==> src/rtl/led_display_arbiter.sv <==
// Three-requester LED display arbiter with a minimum-hold timer.
// Define LED_ARB_ROUND_ROBIN_EN for rotating priority; otherwise priority is fixed (0 > 1 > 2).
module led_display_arbiter #(
  parameter int          LED_WIDTH = 8,
  parameter logic [23:0] HOLD_TOP  = 24'h3F_FFFF
) (
  input  logic                   clk,
  input  logic                   rst_n,
  input  logic [2:0]             req,
  input  logic [3*LED_WIDTH-1:0] req_data,
  output logic [2:0]             grant,
  output logic [LED_WIDTH-1:0]   led_data,
  output logic                   busy
);

  typedef enum logic {IDLE, HOLD} state_t;

  state_t                 state_q, state_d;
  logic [2:0]             grant_q, grant_d;
  logic [LED_WIDTH-1:0]   led_q, led_d;
  logic [23:0]            cnt_q, cnt_d;
  logic [1:0]             last_q, last_d;
  logic                   busy_q, busy_d;
  logic [1:0]             win;
  logic [1:0]             hold_idx;

  function automatic logic [1:0] pick(input logic [2:0] r, input logic [1:0] last);
    logic [1:0] w;
    w = 2'd0;
`ifdef LED_ARB_ROUND_ROBIN_EN
    // Search starts just after the last winner, so the holder ranks lowest.
    case (last)
      2'd0:    w = r[1] ? 2'd1 : (r[2] ? 2'd2 : 2'd0);
      2'd1:    w = r[2] ? 2'd2 : (r[0] ? 2'd0 : 2'd1);
      default: w = r[0] ? 2'd0 : (r[1] ? 2'd1 : 2'd2);
    endcase
`else
    w = r[0] ? 2'd0 : (r[1] ? 2'd1 : 2'd2);
    if (last == 2'd3) w = 2'd0;
`endif
    return w;
  endfunction

  function automatic logic [LED_WIDTH-1:0] sel_pat(input logic [3*LED_WIDTH-1:0] d,
                                                   input logic [1:0] idx);
    case (idx)
      2'd0:    return d[0 +: LED_WIDTH];
      2'd1:    return d[LED_WIDTH +: LED_WIDTH];
      default: return d[2*LED_WIDTH +: LED_WIDTH];
    endcase
  endfunction

  assign win      = pick(req, last_q);
  assign hold_idx = grant_q[1] ? 2'd1 : (grant_q[2] ? 2'd2 : 2'd0);

  always_comb begin
    state_d = state_q;
    grant_d = grant_q;
    led_d   = led_q;
    cnt_d   = cnt_q;
    last_d  = last_q;
    if (state_q == IDLE) begin
      grant_d = 3'b000;
      led_d   = '0;
      if (req != 3'b000) begin
        state_d = HOLD;
        grant_d = 3'b001 << win;
        led_d   = sel_pat(req_data, win);
        cnt_d   = 24'd0;
        last_d  = win;
      end
    end else if (!req[hold_idx]) begin
      // A holder drop wins over any pending request: one full IDLE cycle follows.
      state_d = IDLE;
      grant_d = 3'b000;
      led_d   = '0;
      cnt_d   = 24'd0;
    end else if (cnt_q == HOLD_TOP && (req & ~grant_q) != 3'b000 && win != hold_idx) begin
      grant_d = 3'b001 << win;
      led_d   = sel_pat(req_data, win);
      cnt_d   = 24'd0;
      last_d  = win;
    end else begin
      led_d = sel_pat(req_data, hold_idx);
      if (cnt_q != HOLD_TOP) cnt_d = cnt_q + 24'd1;
    end
    busy_d = (state_d == HOLD);
  end

  always_ff @(posedge clk or negedge rst_n) begin
    if (!rst_n) begin
      state_q <= IDLE;
      grant_q <= 3'b000;
      led_q   <= '0;
      cnt_q   <= 24'd0;
      last_q  <= 2'd2;
      busy_q  <= 1'b0;
    end else begin
      state_q <= state_d;
      grant_q <= grant_d;
      led_q   <= led_d;
      cnt_q   <= cnt_d;
      last_q  <= last_d;
      busy_q  <= busy_d;
    end
  end

  assign grant    = grant_q;
  assign led_data = led_q;
  assign busy     = busy_q;

endmodule

==> config.mk <==
export PLATFORM = sky130hd
export DESIGN_NAME = led_display_arbiter
export DESIGN_NICKNAME = d
export VERILOG_FILES = /design/src/rtl/led_display_arbiter.sv
export SDC_FILE = /design/constraint.sdc
export NUM_CORES = 1
export LEC_CHECK = 0
export BUFFER_PORTS_ARGS = -buffer_cell sky130_fd_sc_hd__buf_2
export CAP_MARGIN = 10
export CORE_ASPECT_RATIO = 0.6
export CORE_MARGIN = 5
export CORE_UTILIZATION = 35
export CTS_CLUSTER_SIZE = 40
export DETAILED_ROUTE_END_ITERATION = 16
export PLACE_DENSITY = 0.51
export SLEW_MARGIN = 20
export SYNTH_ARGS = -nofsm -noshare
export SYNTH_HDL_FRONTEND = slang
export SYNTH_SLANG_ARGS = --single-unit
==> constraint.sdc <==
create_clock -name clk -period 3.6 [get_ports clk]
set_clock_uncertainty 0.05 [all_clocks]
set_input_delay 0.9 -clock clk [delete_from_list [all_inputs] [get_ports clk]]
set_output_delay 0.9 -clock clk [all_outputs]
set_load 0.02 [all_outputs]
==> metrics.yaml, run 1 <==
timing:
  finalCriticalPeriod_ns: 2.71
  period_share_pct: 75.3
  max_freq_ghz: 0.369
  final_report_setup_violation_count: 0
  finalHoldViolations: 0
  slew-limit-headroom_pct: 41.4
  setup_total_negative_slack_ns: 0
  finalMaxSlewViolations: 0
  worst_slew_pin_slew_ns: 0.878
  grt_setup_unrepaired: "false"
clock_tree:
  htree_levels: 2
  number_of_instances_resized_during_post_cts_repair: 0
  cts_tree: "yes"
  postCtsSetupBuffers: 0
  cts_hold_repair.buffers: 0
  clock_sinks: 38
  max-clock-path-buffers: 2
  cts_made_buffers: 5
  clk_root_buffer_cell: "clkbuf_8"
  worst_skew_pair.late_latency_ns: 0.30
  worst_setup_hold_path_clk_slew_ns: 0.08
global_routing:
  grtUsageTotal_pct: 16.4
  grt_overflow: 0
  grt_pass1_vias: 2135
  grt_pass1_wl_um: 10800
  grt_start_max_net_pins: 39
  antenna_found_initial: 0
power:
  cellPowerDensity_nw_per_um2: 557
  peakVddDrop_uv: 239
  p_leak_nw: 1.19
  power_mw: 1.50
final_layout:
  design.final.nets: 348
  post_layout_nonfiller_instances: 403
  fin_area_um2: 2700
  share_of_layout_cells_above_drive_strength_1_pct: 18.5
  final_cell_mix: "nand2_1 (40), buf_2 (40), dfrtp_1 (37)"
  antennaDiodeCount: 0
  flow.area_growth_from_synthesis_pct: 16.7
  layout.filler_cells: 659
placement:
  routabilityCongestion: 0.794
  place_hpwl_um: 4680
  dpl-instance-area_um2: 2610
  dp.cells: 395
  port_buffers: 40
floorplanning:
  floorplan.die_area_um2: 8390
  num_rows: 22
  floorplan.initialDensity_pct: 36.9
  floorplan.die.width_um: 115
  boundaryPins: 41
  core-area_um2: 6280
  die_h_um: 73.0
setup_path:
  path_max_fanout: 22
  worstPathCellList: "inv_1 > a222oi_1 > a311oi_2 > a31oi_1 > or2_1 > o22ai_1"
  r2r_setup_slack_ns: 0.89
  r2r_start: "grant[1]"
  startpoint_to_endpoint_class_of_the_critical_path: "reg2reg"
  start_kind: "register"
  crit_start: "grant[1]"
  cp.arrival_ns: 2.81
  reg2reg_depth: 6
  slowest_stage: "dfrtp_1"
  cp-end-kind: "register"
  critical_path.max_stage_delay_ns: 0.79
  capture_point_of_the_worst_reg_to_reg_path: "led_data[1]"
  cp_data_required_time_ns: 3.71
  timing.critical_path.to: "led_data[1]"
  critical_path_cell_count: 6
  path_delay_family: "compound AO/OA/AOI/OAI gates"
  worstPathBufferInverterCount: 1
drt:
  dr.pass1.iters: 4
  vias_per_cell: 5.35
  drt.antenna.violating_nets: 0
  drt-wirelength-per-cell_um: 15.9
  postRouteWirelength_um: 6390
  dr_total_vias: 2155
  drt_drc_violations_left: 0
  dr.first_iter.drc_count: 170
logic_synthesis:
  seq_area_frac_synth_pct: 41.2
  yosys_register_bits: 38
  post_synth.cell_area_avg_um2: 8.35
  synth.net_count: 307
  synth.cell_area_um2: 2310
  yosys_warnings: 0
  synth.lib_cells_used.distinct: 42
  synthCells: 277
hold_path:
  timing.hold.worst.class: "reg2reg"
  hold_path.startpoint: "last_q[0]"
status:
  outcome: "finished clean"
flow_run:
  drv_cap: 0
worst min-delay path by stage:
stage                     end  slack (ns)  cells past startpoint
CTS                 last_q[0]        0.45                      1
global placement    last_q[0]        0.44                      1
global route        last_q[0]        0.49                      1
floorplan           last_q[0]        0.40                      1
finish              last_q[0]        0.45                      1
detailed placement  last_q[0]        0.43                      1
sequential cells by signal, indices dropped and copies added (netlist names):
register / cells
busy: 1
cnt_q: 24
grant: 3
last_q: 2
led_data: 8
stage by stage:
step	setup WS [ns]	util, %	hold WS (ns)
finish	0.891	43.0	0.451
global route	0.607	43.0	0.488
CTS	0.834	43.0	0.451
detailed placement	0.514	41.5	0.429
global placement	0.608	41.5	0.440
floorplan	1.02	-	0.400
cells by family after synthesis:
family          count (synthesis)  share of synthesized area [%]
xor+xnor                        1                          0.379
compound gates                 81                           21.3
flops                          38                           41.2
mux                            17                           7.36
buf+inv                        18                           3.57
fa+ha+maj                       1                          0.541
simple gates                  121                           25.7
synth_stat cells:
library cell  number  area [µm²]
a311oi_2           1        15.0
or2_1              2        12.5
nor3_4             1        16.3
nor2b_1            3        18.8
and3_1             2        12.5
a222oi_1           1        10.0
a21o_1             3        22.5
nor4_1             2        12.5
buf_4              1        7.51
o21ai_1            2        10.0
o31ai_1            1        7.51
dfrtp_1           37         926
inv_1              5        18.8
a21oi_1           26         130
nand2_1           40         150
clkbuf_1           7        26.3
nor3b_1            1        7.51
and2_1             1        6.26
o21ai_0           20         100
o31ai_2            1        12.5
or4_1              2        15.0
dfstp_2            1        26.3
buf_6              1        11.3
nand3_1           16        80.1
or3_4              1        11.3
nor3_1             6        30.0
a211oi_1           3        22.5
a31oi_1            6        37.5
nor2_1            27         101
or3_1              3        18.8
o32ai_1            1        8.76
nand4_1            8        50.1
buf_1              1        3.75
ha_1               1        12.5
o211ai_1           4        30.0
o22ai_1            8        50.1
o311ai_0           4        35.0
and4_1             4        35.0
or3b_1             2        17.5
mux2i_1           17         170
buf_2              3        15.0
xor2_1             1        8.76
area by class of cell:
type                       instances  area (µm²)  area share [%]
timing repair buffer              47         253            9.36
inverter                           5        18.8           0.695
multi-input combinational        221        1280            47.4
clock buffer                       7        86.3            3.20
clock inverter                     1        5.00           0.185
tap                               84         105            3.89
sequential                        38         952            35.3
power by group:
group          internal [mW]  leakage (nW)  switching [mW]
clock                  0.155        0.0482           0.159
sequential             0.507         0.510          0.0757
combinational          0.215         0.630           0.392
routing by layer:
metal | part of all wire (%) | GRT usage, %
met5 | 0 | 0
met4 | 0.91 | 4.30
met3 | 5.2 | 4.06
met2 | 38 | 21.2
met1 | 56 | 26.4
Note: power is estimated with default switching activity, not from simulation.
==> run 2: changes to the inputs <==
==> constraint.sdc (replaced) <==
create_clock -name clk -period 2.5 [get_ports clk]
set_clock_uncertainty 0.05 [all_clocks]
set_input_delay 0.625 -clock clk [delete_from_list [all_inputs] [get_ports clk]]
set_output_delay 0.625 -clock clk [all_outputs]
set_load 0.02 [all_outputs]
==> metrics.yaml, run 2 (synthesized netlist as in run 1, its figures left out) <==
status:
  outcome: "finished clean"
global_routing:
  grtUsageTotal_pct: 17.1  # +0.65 points
  grt_util_met2_pct: 23.5  # +2.4 points
  met1_usage_pct: 26.5  # +0.037 points
  grt_pass1_wl_um: 11300  # +4.0%
  grt-busiest-layer: "met1"
  global_routing_usage_on_met3_pct: 4.06  # unchanged
  grt_pass1_vias: 2202  # +3.1%
  antenna_found_initial: 0  # unchanged
  grt_start_max_net_pins: 22  # -44%
  grt_overflow: 0  # unchanged
power:
  power.switching_fraction_pct: 41.5  # -0.16 points
  p_leak_nw: 1.26  # +5.8%
  power.share.clock_pct: 19.1  # -1.8 points
  power_switching_uw: 915  # +46%
  cellPowerDensity_nw_per_um2: 783  # +41%
  peakVddDrop_uv: 341  # +42%
  power.share.combinational_pct: 44.8  # +4.4 points
  internal_power_mw: 1.29  # +47%
  share_seq_of_total_power_pct: 36.1  # -2.7 points
floorplanning:
  floorplan.die_area_um2: 8390  # unchanged
  floorplan.die.width_um: 115  # unchanged
  die_h_um: 73.0  # unchanged
  boundaryPins: 41  # unchanged
  floorplan.initialDensity_pct: 36.9  # unchanged
  num_rows: 22  # unchanged
  core-area_um2: 6280  # unchanged
setup_path:
  cp-end-kind: "register"
  cp.arrival_ns: 2.38  # -0.43 ns
  startpoint_to_endpoint_class_of_the_critical_path: "reg2reg"
  start_kind: "register"
  path_max_fanout: 10  # -55%
  cp_data_required_time_ns: 2.60  # -1.11 ns
timing:
  grt_setup_unrepaired: "false"
  setup_total_negative_slack_ns: 0  # unchanged
  worst_slew_pin_slew_ns: 0.506  # -0.372 ns
  worst_hold_slack_ns: 0.241  # -0.210 ns
  max_freq_ghz: 0.437  # +19%
  slew-limit-headroom_pct: 66.0  # +25 points
  final_report_setup_violation_count: 0  # unchanged
  finalHoldViolations: 0  # unchanged
  finalCriticalPeriod_ns: 2.29  # -0.423 ns
  period_share_pct: 91.4  # +16 points
  finalMaxSlewViolations: 0  # unchanged
final_layout:
  layout.filler_cells: 648  # -1.7%
  antennaDiodeCount: 0  # unchanged
  flow.area_growth_from_synthesis_pct: 21.6
  largest_reg_by_ff_count: "cnt_q"
  design.final.nets: 363  # +4.3%
  multi_input_area_um2: 1280  # +0.39%
  share_of_layout_cells_above_drive_strength_1_pct: 22.2  # +3.7 points
  seq_area_um2: 952  # unchanged
  final_cell_mix: "nand2_1 (40), buf_2 (40), dfrtp_1 (37)"
  largest_register_ffs: 24  # unchanged
clock_tree:
  max-clock-path-buffers: 2  # unchanged
  cts_tree: "yes"
  clock_sinks: 38  # unchanged
  cts_made_buffers: 5  # unchanged
  number_of_instances_resized_during_post_cts_repair: 0  # unchanged
  cts_hold_repair.buffers: 0  # unchanged
  htree_levels: 2  # unchanged
  worst_setup_hold_path_clk_slew_ns: 0.08  # about the same
  clk_root_buffer_cell: "clkbuf_8"
  postCtsSetupBuffers: 0  # unchanged
  worst_skew_pair.late_latency_ns: 0.30  # about the same
drt:
  drt_drc_violations_left: 0  # unchanged
  drt-wirelength-per-cell_um: 16.0  # +0.80%
  postRouteWirelength_um: 6660  # +4.3%
  dr.first_iter.drc_count: 125  # -26%
  dr_total_vias: 2247  # +4.3%
  dr.pass1.iters: 5  # +1
  drt.antenna.violating_nets: 0  # unchanged
  vias_per_cell: 5.39  # +0.77%
placement:
  place_hpwl_um: 5100  # +9.2%
  routabilityCongestion: 0.806  # +1.5%
  port_buffers: 40  # unchanged
hold_path:
  timing.hold.worst.class: "in2async"
flow_run:
  drv_cap: 0  # unchanged
run 2: changes by cell type in the layout (fill, tap and decap cells not counted), sizes merged:
cell,delta
clkinv,-1
buf,+15
run 2: critical path, stage by stage (launching register included):
cell and delay (ns):
dfrtp_1 0.45, nand4_1 0.21, or3_4 0.43, nor3_4 0.24, buf_4 0.17, nand2_1 0.05, nand2_1 0.31, o22ai_1 0.22
run 2: area by class of cell:
cell class,count,share of cell area [%]
multi-input combinational,221,45.6
sequential,38,33.8
timing repair buffer,62,13.4
tap,84,3.73
clock buffer,7,2.71
inverter,5,0.667
run 2: power groups by stage:
stage,Sequential (mW),Clock [mW],Combinational (mW)
after floorplan,0.895,0,0.519
after global placement,0.810,0,0.970
after detailed placement,0.806,0,0.977
after CTS,0.797,0.436,0.982
after global routing,0.810,0.461,1.09
final,0.795,0.421,0.988
run 2: routing by layer:
layer  vias to the layer above  part of all wire, %
li1                       1144                    -
met1                      1059                   54
met2                        39                   40
met3                         5                  4.7
met4                         0                 0.80
met5                         -                    0
run 2: final timing paths:
path / start / endpoint / depth (start not counted) / slack (ns)
min: rst_n / cnt_q[15] / 1 / 0.24
max in group asynchronous: rst_n / grant[0] / 2 / 1.63
min reg2reg: last_q[0] / last_q[0] / 1 / 0.45
min in group clk: last_q[0] / last_q[0] / 1 / 0.45
max: cnt_q[6] / led_data[1] / 7 / 0.21
max reg2reg: cnt_q[6] / led_data[1] / 7 / 0.21
run 2: stage by stage:
step           worst slack [ns]  cells  util (%)  power [mW]  cell area, µm²
2_1_floorplan             0.190    277         -        1.41            2310
3_3_place_gp             0.0930    410      43.5        1.78            2730
5_1_grt                  0.0534    417      44.8        2.36            2810
3_5_place_dp             0.0283    410      43.5        1.78            2730
4_1_cts                   0.170    417      44.8        2.21            2810
6_report                  0.214    417      44.8        2.20            2810
